===== src/rtl/spio_scan_pkg.sv =====
// Shared definitions for the spio_scan peripheral: Wishbone register
// offsets, control/status field positions, scan FSM states and a small
// priority helper used to report the lowest newly pressed key.
package spio_scan_pkg;

   localparam logic [1:0] ADDR_LED    = 2'd0;
   localparam logic [1:0] ADDR_KEYMAP = 2'd1;
   localparam logic [1:0] ADDR_EVENT  = 2'd2;
   localparam logic [1:0] ADDR_MANUAL = 2'd3;

   // AUTO is written through bit 16 but read back at bit 31 of register 0.
   localparam int unsigned AUTO_BIT       = 16;
   localparam int unsigned AUTO_RD_BIT    = 31;
   localparam int unsigned KVALID_BIT     = 31;
   localparam int unsigned KOVR_BIT       = 30;
   localparam int unsigned BVALID_BIT     = 29;
   localparam int unsigned LED_MASK_SHIFT = 8;

   typedef enum logic [1:0] {
      SCAN_IDLE,
      SCAN_DWELL,
      SCAN_SAMPLE
   } scan_state_e;

   // Index of the lowest set bit, 0 when no bit is set.
   function automatic logic [7:0] lowest_set(input logic [31:0] v);
      logic [7:0] idx;
      idx = '0;
      for (int unsigned i = 0; i < 32; i++) begin
         if (v[31-i]) idx = 8'(31 - i);
      end
      return idx;
   endfunction

endpackage


===== src/rtl/spio_debounce.sv =====
// Single push-button conditioner: two-flop synchroniser followed by a
// saturating disagreement counter.
//   clk_i, rst_i : clock and synchronous active-high reset
//   btn_i        : raw asynchronous button level (active high)
//   state_o      : debounced button state
//   rise_o       : one-cycle strobe coincident with the state_d 0->1 update
module spio_debounce #(
   parameter int unsigned DBBITS = 16
) (
   input  logic clk_i,
   input  logic rst_i,
   input  logic btn_i,
   output logic state_o,
   output logic rise_o
);

   logic [1:0]        sync_q;
   logic              state_q, state_d;
   logic [DBBITS-1:0] cnt_q, cnt_d;

   // The counter only runs while the synchronised level disagrees with the
   // debounced state; any agreement restarts the qualification period.
   always_comb begin
      state_d = state_q;
      cnt_d   = cnt_q;
      if (sync_q[1] == state_q) begin
         cnt_d = '0;
      end else if (cnt_q == '1) begin
         state_d = sync_q[1];
         cnt_d   = '0;
      end else begin
         cnt_d = cnt_q + 1'b1;
      end
   end

   always_ff @(posedge clk_i) begin
      if (rst_i) begin
         sync_q  <= '0;
         state_q <= 1'b0;
         cnt_q   <= '0;
      end else begin
         sync_q  <= {sync_q[0], btn_i};
         state_q <= state_d;
         cnt_q   <= cnt_d;
      end
   end

   assign state_o = state_q;
   assign rise_o  = state_d & ~state_q;

endmodule


===== src/rtl/spio_scan.sv =====
// Special-purpose I/O peripheral: masked LED writes, debounced buttons and
// an autonomous keypad scanner with a 2-frame-agreement key bitmap.
//   i_clk, i_reset          : clock, synchronous active-high reset
//   i_wb_*/o_wb_*           : Wishbone classic slave, one-cycle registered ack
//   o_kp_col / i_kp_row     : keypad column drive / row sense, active low
//   i_btn                   : raw buttons, active high
//   o_led                   : LED drive
//   o_kp_int, o_btn_int     : level interrupts (kvalid, bvalid)
module spio_scan
   import spio_scan_pkg::*;
#(
   parameter int unsigned NLED   = 4,
   parameter int unsigned NBTN   = 2,
   parameter int unsigned NROW   = 4,
   parameter int unsigned NCOL   = 4,
   parameter int unsigned DWELL  = 1000,
   parameter int unsigned DBBITS = 16
) (
   input  logic            i_clk,
   input  logic            i_reset,
   input  logic            i_wb_cyc,
   input  logic            i_wb_stb,
   input  logic            i_wb_we,
   input  logic [1:0]      i_wb_addr,
   input  logic [31:0]     i_wb_data,
   output logic            o_wb_ack,
   output logic [31:0]     o_wb_data,
   output logic [NCOL-1:0] o_kp_col,
   input  logic [NROW-1:0] i_kp_row,
   input  logic [NBTN-1:0] i_btn,
   output logic [NLED-1:0] o_led,
   output logic            o_kp_int,
   output logic            o_btn_int
);

   localparam int unsigned NKEY = NROW * NCOL;
   localparam int unsigned CW   = $clog2(DWELL);
   localparam int unsigned COLW = (NCOL > 1) ? $clog2(NCOL) : 1;

   logic [NROW-1:0] row_s1_q, row_s2_q;
   logic [NLED-1:0] led_q, led_d;
   logic            auto_q, auto_d;
   logic [NCOL-1:0] mcol_q, mcol_d;
   scan_state_e     state_q, state_d;
   logic [COLW-1:0] col_q, col_d;
   logic [CW-1:0]   dcnt_q, dcnt_d;
   logic [NROW-1:0] prev_q [NCOL];
   logic [NKEY-1:0] keymap_q, keymap_d;
   logic            kvalid_q, kvalid_d, kovr_q, kovr_d, bvalid_q, bvalid_d;
   logic [7:0]      kidx_q, kidx_d;
   logic            ack_q;
   logic [31:0]     rdata_q, rdata_d;

   logic            req, wr_led, wr_ev, wr_man;
   logic            sample;
   logic [NROW-1:0] s;
   logic [31:0]     press32;
   logic            press_any, clr_k, clr_b;
   logic [NBTN-1:0] btn_state, btn_rise;
   logic [7:0]      btn8, led8, row8, mcol8;
   logic            unused_wb;

   assign req    = i_wb_cyc & i_wb_stb;
   assign wr_led = req & i_wb_we & (i_wb_addr == ADDR_LED);
   assign wr_ev  = req & i_wb_we & (i_wb_addr == ADDR_EVENT);
   assign wr_man = req & i_wb_we & (i_wb_addr == ADDR_MANUAL);
   assign unused_wb = ^i_wb_data;

   for (genvar b = 0; b < NBTN; b++) begin : g_btn
      spio_debounce #(.DBBITS(DBBITS)) u_db (
         .clk_i   (i_clk),
         .rst_i   (i_reset),
         .btn_i   (i_btn[b]),
         .state_o (btn_state[b]),
         .rise_o  (btn_rise[b])
      );
   end

   // Scan FSM: each column occupies DWELL clocks, DWELL-1 in SCAN_DWELL and
   // the final one in SCAN_SAMPLE. Leaving auto mode parks col/dcnt at 0.
   always_comb begin
      state_d = state_q;
      col_d   = col_q;
      dcnt_d  = dcnt_q;
      sample  = 1'b0;
      if (!auto_q) begin
         state_d = SCAN_IDLE;
         col_d   = '0;
         dcnt_d  = '0;
      end else begin
         case (state_q)
            SCAN_IDLE: begin
               state_d = SCAN_DWELL;
               col_d   = '0;
               dcnt_d  = '0;
            end
            SCAN_DWELL: begin
               if (dcnt_q == CW'(DWELL - 2)) state_d = SCAN_SAMPLE;
               else                          dcnt_d  = dcnt_q + 1'b1;
            end
            SCAN_SAMPLE: begin
               sample  = 1'b1;
               dcnt_d  = '0;
               state_d = SCAN_DWELL;
               col_d   = (col_q == COLW'(NCOL - 1)) ? '0 : col_q + 1'b1;
            end
            default: state_d = SCAN_IDLE;
         endcase
      end
   end

   // A column's keymap slots only follow the sample when two consecutive
   // frames agree.
   always_comb begin
      keymap_d = keymap_q;
      s        = ~row_s2_q;
      if (sample && (s == prev_q[col_q])) begin
         for (int unsigned c = 0; c < NCOL; c++) begin
            if (col_q == COLW'(c)) begin
               for (int unsigned r = 0; r < NROW; r++) keymap_d[r*NCOL + c] = s[r];
            end
         end
      end
   end

   // Event flags: a press in the same clock as a software clear wins, and
   // the cleared kvalid does not count towards overrun.
   always_comb begin
      press32                = '0;
      press32[NKEY-1:0]      = keymap_d & ~keymap_q;
      press_any              = |press32;
      clr_k                  = wr_ev & i_wb_data[KVALID_BIT];
      clr_b                  = wr_ev & i_wb_data[BVALID_BIT];
      kvalid_d               = kvalid_q;
      kovr_d                 = kovr_q;
      kidx_d                 = kidx_q;
      bvalid_d               = bvalid_q;
      if (clr_k) begin
         kvalid_d = 1'b0;
         kovr_d   = 1'b0;
      end
      if (press_any) begin
         if (kvalid_q && !clr_k) kovr_d = 1'b1;
         kvalid_d = 1'b1;
         kidx_d   = lowest_set(press32);
      end
      if (clr_b)       bvalid_d = 1'b0;
      if (|btn_rise)   bvalid_d = 1'b1;
   end

   always_comb begin
      led_d  = led_q;
      auto_d = auto_q;
      mcol_d = mcol_q;
      if (wr_led) begin
         for (int unsigned k = 0; k < NLED; k++) begin
            if (i_wb_data[LED_MASK_SHIFT + k]) led_d[k] = i_wb_data[k];
         end
         if (i_wb_data[31]) auto_d = i_wb_data[AUTO_BIT];
      end
      if (wr_man) mcol_d = i_wb_data[NCOL-1:0];
   end

   always_comb begin
      btn8              = '0;
      btn8[NBTN-1:0]    = btn_state;
      led8              = '0;
      led8[NLED-1:0]    = led_q;
      row8              = '0;
      row8[NROW-1:0]    = row_s2_q;
      mcol8             = '0;
      mcol8[NCOL-1:0]   = mcol_q;
      rdata_d           = '0;
      case (i_wb_addr)
         ADDR_LED: begin
            rdata_d[AUTO_RD_BIT] = auto_q;
            rdata_d[15:8]        = btn8;
            rdata_d[7:0]         = led8;
         end
         ADDR_KEYMAP: rdata_d[NKEY-1:0] = keymap_q;
         ADDR_EVENT: begin
            rdata_d[KVALID_BIT] = kvalid_q;
            rdata_d[KOVR_BIT]   = kovr_q;
            rdata_d[BVALID_BIT] = bvalid_q;
            rdata_d[7:0]        = kidx_q;
         end
         default: begin
            rdata_d[15:8] = row8;
            rdata_d[7:0]  = mcol8;
         end
      endcase
   end

   always_ff @(posedge i_clk) begin
      if (i_reset) begin
         row_s1_q <= '0;
         row_s2_q <= '0;
         led_q    <= '0;
         auto_q   <= 1'b0;
         mcol_q   <= '0;
         state_q  <= SCAN_IDLE;
         col_q    <= '0;
         dcnt_q   <= '0;
         for (int unsigned c = 0; c < NCOL; c++) prev_q[c] <= '0;
         keymap_q <= '0;
         kvalid_q <= 1'b0;
         kovr_q   <= 1'b0;
         bvalid_q <= 1'b0;
         kidx_q   <= '0;
         ack_q    <= 1'b0;
         rdata_q  <= '0;
      end else begin
         row_s1_q <= i_kp_row;
         row_s2_q <= row_s1_q;
         led_q    <= led_d;
         auto_q   <= auto_d;
         mcol_q   <= mcol_d;
         state_q  <= state_d;
         col_q    <= col_d;
         dcnt_q   <= dcnt_d;
         if (sample) prev_q[col_q] <= s;
         keymap_q <= keymap_d;
         kvalid_q <= kvalid_d;
         kovr_q   <= kovr_d;
         bvalid_q <= bvalid_d;
         kidx_q   <= kidx_d;
         ack_q    <= req;
         if (req) rdata_q <= rdata_d;
      end
   end

   always_comb begin
      if (auto_q) begin
         o_kp_col        = '1;
         o_kp_col[col_q] = 1'b0;
      end else begin
         o_kp_col = mcol_q;
      end
   end

   assign o_wb_ack  = ack_q;
   assign o_wb_data = rdata_q;
   assign o_led     = led_q;
   assign o_kp_int  = kvalid_q;
   assign o_btn_int = bvalid_q;

endmodule


===== config.mk =====
export PLATFORM = sky130hd
export DESIGN_NAME = spio_scan
export DESIGN_NICKNAME = d
export VERILOG_FILES = /design/src/rtl/spio_scan_pkg.sv /design/src/rtl/spio_debounce.sv /design/src/rtl/spio_scan.sv
export SDC_FILE = /design/constraint.sdc
export NUM_CORES = 1
export LEC_CHECK = 0
export ABC_CLOCK_PERIOD_IN_PS = 2290
export BUFFER_PORTS_ARGS = -buffer_cell sky130_fd_sc_hd__buf_2
export CORE_UTILIZATION = 38
export CTS_CLUSTER_SIZE = 24
export DETAILED_ROUTE_END_ITERATION = 16
export PLACE_DENSITY_LB_ADDON = 0.25
export SLEW_MARGIN = 10
export SYNTH_ARGS = -nofsm -noshare
export SYNTH_HDL_FRONTEND = slang
export SYNTH_SLANG_ARGS = --single-unit

===== constraint.sdc =====
create_clock -name i_clk -period 2.29 [get_ports i_clk]
set_input_delay 0.1145 -clock i_clk [delete_from_list [all_inputs] [get_ports i_clk]]
set_output_delay 0.1145 -clock i_clk [all_outputs]
set_load 0.02 [all_outputs]

==> metrics, run 1 <==
outcome complete, no violations; Final min period 2.20 ns; die area 0.0158 sq mm; Hold Path Stages 3; Critical R2R Capture kidx_q[1]; Syn-to-layout area delta 22.3%; WL final 13.3 mm; Worst Max-Slew Pin Slew 0.677 ns; Crit Path Max Fanout 6; Hold Violations, Final 0; Hold Crit Start i_wb_data[16]; #FFs+latches synth 130; clock sinks 130; GRT Total Usage 18.0%; register area share after synthesis 47.5%; Worst-Skew Late Latency 0.42 ns; Hold EP auto_q; XOR/XNOR Fraction of Synth Area 6.45%; reg2reg start col_q[1]; vias per cell 5.14; worst hold margin 0.0175 ns; worst clock skew 0.00742 ns; Starting Density 39.4%; residual overflow from global routing 0; Post-synth top flop dfxtp_1; # diodes 0; Synth Area in Simple Gates 22.6%; CP endpoint kind flip-flop; worst reg2reg setup slack 0.09 ns; Syn. warnings 0; Crit Path Class reg -> reg; Initial DRT Pass Iterations 5; max_slew headroom 54.5%; initial detailed-routing violation count 243; post-synthesis compound-gate area fraction 8.91%; number of flops mapped to enable cells by yosys 16; Post-Synthesis Cell Area 0.00582 sq mm; part of the cycle the worst path needs 96.2%; H-tree Lvls 4; FP Rows 44; Root Driver clkbuf_16; leakage 0.00279 uW; Hold WC Path Type in -> reg; area share of fa/ha/maj cells after synthesis 1.72%; fin worst setup slack 0.0860 ns; Synth Instances 620; Pwr Density 794 mW/mm^2; fin util 48.2%; die span in x 126 microns; die height 126 microns; Max Cap Viol 0; TritonCTS Buffers 17; DRC violations left 0; initial antenna violation count 0; Crit path required time 2.61 ns; mux cell area share after synthesis 8.11%; largest family of logic cells by synthesized area simple AND/OR/NAND/NOR gates; HPWL after detailed placement 9.67 mm; startpoint types flip-flop; worst-case reg-to-reg path depth 8; largest net degree at the start of global routing 43; Max VDD drop 453 uV; global-route wire length before repair 22.4 mm; layout cells sized above 1 19.2%; GP Congestion 0.842; max frequency 454 MHz; fin cells 891; Port Buffers 53; Vias 4579; drt wl/cell 14.9 microns; Clock Path Buffers 2; pre-CTS WS -0.0515 ns; final slew viol count 0; Final ANT Viol Nets 0; Netlist cell types 54; I/O pin count 88; Final nets 747; Clk pin slew, worst setup/hold paths 0.05 ns; ys async rst share 0%; placed cells 849; TritonCTS clock tree built; RSZ-0062 raised after global routing no; CORE AREA 0.0148 sq mm; Synth Area per Inst 9.38 sq um; TNS Setup 0 ns; vias in the first global route 4574; Finish-stage setup viols 0; critical path arrival 2.52 ns
where the power goes:
part / total (uW) / switching (uW) / internal [uW]
clock: 3090 / 960 / 2130
combinational: 207 / 130 / 77.1
sequential: 2360 / 19.0 / 2340
total: 5650 / 1110 / 4540
repair_timing:
action | CTS | global route
buffers inserted | 0 | 0
setup endpoints to repair | 3 | 21
cloned | 0 | 0
pin swaps | 0 | 3
hold buffers | 10 | 0
endpoints found under the hold margin | 14 | 0
gates resized for setup | 4 | 10
synthesized netlist by cell type, types with 6 or more instances:
cell type  instances  area share [%]
dfxtp_1          114              39
nor2_1            99             6.4
nand2_1           58             3.7
a21oi_1           31             2.7
xor2_1            29             4.4
mux2i_1           28             4.8
nand3_1           22             1.9
nand2b_1          21             2.3
clkbuf_1          18             1.2
nor2b_1           18             1.9
edfxtp_1          16             8.3
buf_4             13             1.7
xnor2_1           12             1.8
o21ai_0           11            0.95
a22oi_1           10             1.3
inv_1             10            0.65
nand4_1            9            0.97
nor3_1             9            0.77
and3_1             8            0.86
ha_1               8             1.7
or2_2              6            0.65
state kept, by name, summed over array words and instances (netlist names), 2 cells and up, named ones only:
name and count:
g_btn.u_db.state_o 2, row_s2_q 4, keymap_q 16, o_wb_data 19, g_btn.u_db.sync_q 4, o_led 4, state_q 2, row_s1_q 4
dcnt_q 10, prev_q 16, g_btn.u_db.cnt_q 32, kidx_q 4, col_q 2, mcol_q 4
critical path, cell delays in order, from the launching register on:
cell and delay (ns):
dfxtp_1 0.36, inv_1 0.13, ha_2 0.30, nand2b_1 0.15, a41oi_1 0.42, o41ai_2 0.16, nor2_2 0.23, nor2_1 0.08
a311oi_1 0.27
how the worst max path moves through the flow:
stage,from,endpoint,slack [ns],cells after the start
2_1_floorplan,flip-flop,keymap_q[2],0.34,7
3_3_place_gp,flip-flop,kidx_q[1],0.08,6
3_5_place_dp,flip-flop,kidx_q[1],-0.05,6
4_1_cts,col_q[1],kidx_q[1],0.01,8
5_1_grt,flip-flop,keymap_q[4],0.003,7
6_report,col_q[1],kidx_q[1],0.09,8
kinds of logic (layout without fill, tap and decap cells):
family          Yosys count  in the layout
simple gates            274            274
flops                   130            130
fa+ha+maj                 8              8
mux                      36             36
compound gates           78             78
other cells               1             13
xor+xnor                 42             42
buf+inv                  51            126
routing by layer:
| metal | vias up | routed length [microns] | GRT usage, % |
|---|---|---|---|
| met4 | 0 | 312 | 8.61 |
| li1 | 2253 | - | - |
| met1 | 2178 | 6140 | 22.2 |
| met2 | 123 | 6120 | 29.2 |
| met3 | 25 | 695 | 4.80 |
| met5 | - | 0 | 0 |
through the flow:
stage,total power (uW),area [sq um]
floorplan,2540,5860
detailed placement,2590,6280
finish,5650,7110
global route,5830,7110
global placement,2590,6280
CTS,5700,7080
final cells by class:
class,instances,area [sq um]
clock buffer,23,478
clock inverter,9,201
fill,1373,7640
inverter,10,37.5
multi-input combinational,451,2880
sequential,130,2770
tap,184,230
timing repair buffer,84,523
cells in the final DEF, fill, tap and decap left out, types with 11 or more instances in the layout:
cell	instances
a21oi_1	31
buf_2	53
buf_4	21
clkbuf_16	17
conb_1	13
dfxtp_1	112
edfxtp_1	16
mux2i_1	28
nand2_1	58
nand2b_1	21
nand3_1	22
nor2_1	98
nor2b_1	17
o21ai_0	11
xnor2_1	12
xor2_1	28
Note: power is estimated with default switching activity, not from simulation.
==> inputs of run 2 (changes only) <==
--- a/config.mk
+++ b/config.mk
@@ -7,7 +7,9 @@
 export LEC_CHECK = 0
 export ABC_CLOCK_PERIOD_IN_PS = 2290
 export BUFFER_PORTS_ARGS = -buffer_cell sky130_fd_sc_hd__buf_2
-export CORE_UTILIZATION = 38
+export CELL_PAD_IN_SITES_DETAIL_PLACEMENT = 0
+export CELL_PAD_IN_SITES_GLOBAL_PLACEMENT = 2
+export CORE_UTILIZATION = 35
 export CTS_CLUSTER_SIZE = 24
 export DETAILED_ROUTE_END_ITERATION = 16
 export PLACE_DENSITY_LB_ADDON = 0.25
==> run 2 against run 1 <==
  * First-iteration DRC count down 23%
  * Critical path depth unchanged
  * Final cell count up 4.6%
  * Combinational power about the same
  * Non-clock buffer count up 9
  * Register-to-register slack better by 0.03 ns
  * Critical path type unchanged
  * Highest routed layer unchanged
==> metrics, run 2 (synthesized netlist as in run 1, its figures left out) <==
Critical Path Max Stage Delay 0.48 ns; Crit Path Class reg -> reg; Port Buffers 53; crit-path most repeated cell nor3b_1; Initial DRT Pass Iterations 4; Crit path required time 2.56 ns; Root Driver clkbuf_16; Hold WC Path Type in -> reg; Hold Violations, Final 0; Starting Density 36.2%; drt wl/cell 14.5 microns; I/O pin count 88; CORE AREA 0.0161 sq mm; max FFs per register 32; TritonCTS Buffers 17; DRC violations left 0; max frequency 460 MHz; initial antenna violation count 0; Vias 4519; GP Congestion 0.787; max_slew headroom 57.1%; reg2reg start col_q[1]; vias per cell 4.85; fin util 44.2%; initial detailed-routing violation count 186; Clk pin slew, worst setup/hold paths 0.06 ns; HPWL after detailed placement 9.76 mm; critical path arrival 2.44 ns; Final nets 756; Crit Path Max Fanout 7; global-route wire length before repair 21.8 mm; Syn-to-layout area delta 21.9%; H-tree Lvls 4; most frequent cells in the layout dfxtp_1 (113), nor2_1 (99), nand2_1 (58); Final min period 2.17 ns; Hold Crit Start i_wb_data[8]; Biggest register g_btn.u_db.cnt_q; WL final 13.5 mm; die height 131 microns; Pwr Density 732 mW/mm^2; vias in the first global route 4330; Max VDD drop 516 uV; commonest non-fill, non-tap cell in the layout dfxtp_1; Finish-stage setup viols 0; die span in x 131 microns; layout cells sized above 1 19.4%; Max Cap Viol 0; startpoint types flip-flop; TritonCTS clock tree built; largest net degree at the start of global routing 49; worst hold margin 0.0312 ns; Final ANT Viol Nets 0; # diodes 0; final slew viol count 0; Worst-Skew Late Latency 0.42 ns; leakage 0.00279 uW; CP endpoint kind flip-flop; clock sinks 130; critical path startpoint col_q[1]; Clock Path Buffers 2; Worst Max-Slew Pin Slew 0.639 ns; outcome complete, no violations; part of the cycle the worst path needs 94.9%; GRT Total Usage 16.9%; FP Rows 46; crit path max-delay cell type nor3b_1; worst clock skew 0.0161 ns; Fillers 1592; residual overflow from global routing 0; CP cell instances inv_1, ha_1, nor3b_1, a21oi_1, a31oi_1, nor3b_1, o21ai_0, a311oi_1; die area 0.0171 sq mm
==> run 2: cell count changes in the layout (fill, tap and decap cells not counted), moves of 2 or more <==
cell	before	now
buf_4	21	29
bufinv_16	6	2
clkbuf_8	3	0
clkinv_2	1	3
clkinv_4	1	4
ha_1	4	6
ha_2	4	2
inv_6	0	2
==> run 2: final timing paths <==
check                 to  slack [ns]  depth (start not counted)
max            kidx_q[1]        0.12                          8
min             o_led[0]        0.03                          4
max reg2reg    kidx_q[1]        0.12                          8
min reg2reg  row_s2_q[0]        0.44                          1
==> run 2: routing by layer <==
layer  routed length [microns]  global-route usage (%)  vias to the layer above
met1                      6300                    21.1                     2142
met3                       511                    4.07                       10
met5                         0                       0                        -
li1                          -                       -                     2279
met2                      6470                    28.0                       88
met4                       205                    6.63                        0
==> run 2: cell type report <==
| type | count | area (sq um) | share of cell area (%) |
|---|---|---|---|
| tap | 216 | 270 | 3.81 |
| multi-input combinational | 451 | 2860 | 40.3 |
| clock buffer | 20 | 437 | 6.16 |
| sequential | 130 | 2760 | 39.0 |
| inverter | 10 | 37.5 | 0.529 |
| timing repair buffer | 93 | 593 | 8.36 |
| clock inverter | 12 | 135 | 1.91 |
==> run 2: timing repair <==
item,in CTS,in global routing
setup buffers,0,0
setup endpoints to repair,0,16
hold buffers,11,0
endpoints found under the hold margin,15,0
gates resized for setup,0,8
==> run 2: power breakdown <==
part	switching, uW	leakage, uW	internal [uW]
Clock	1020	0.000279	1610
Combinational	130	0.00143	80.2
Sequential	18.0	0.00107	2340
Total	1170	0.00279	4020
==> run 2: worst max-delay path: cells and delay by family, from the launching register on <==
kind,cells,cell delay (ns)
compound gates,4,0.61
buf+inv,1,0.12
fa+ha+maj,1,0.36
flops,1,0.37
simple gates,2,0.56
==> run 2: stage by stage <==
step | power (uW) | instance area (sq um) | cells | setup TNS (ns) | worst slack (ns)
finish | 5190 | 7090 | 932 | 0 | 0.117
floorplan | 2540 | 5860 | 632 | 0 | 0.340
global placement | 2600 | 6380 | 889 | 0 | 0.0683
global route | 5400 | 7090 | 932 | -0.0224 | -0.0224
detailed placement | 2600 | 6380 | 889 | 0 | 0.0726
CTS | 5260 | 7070 | 932 | 0 | 0.0670
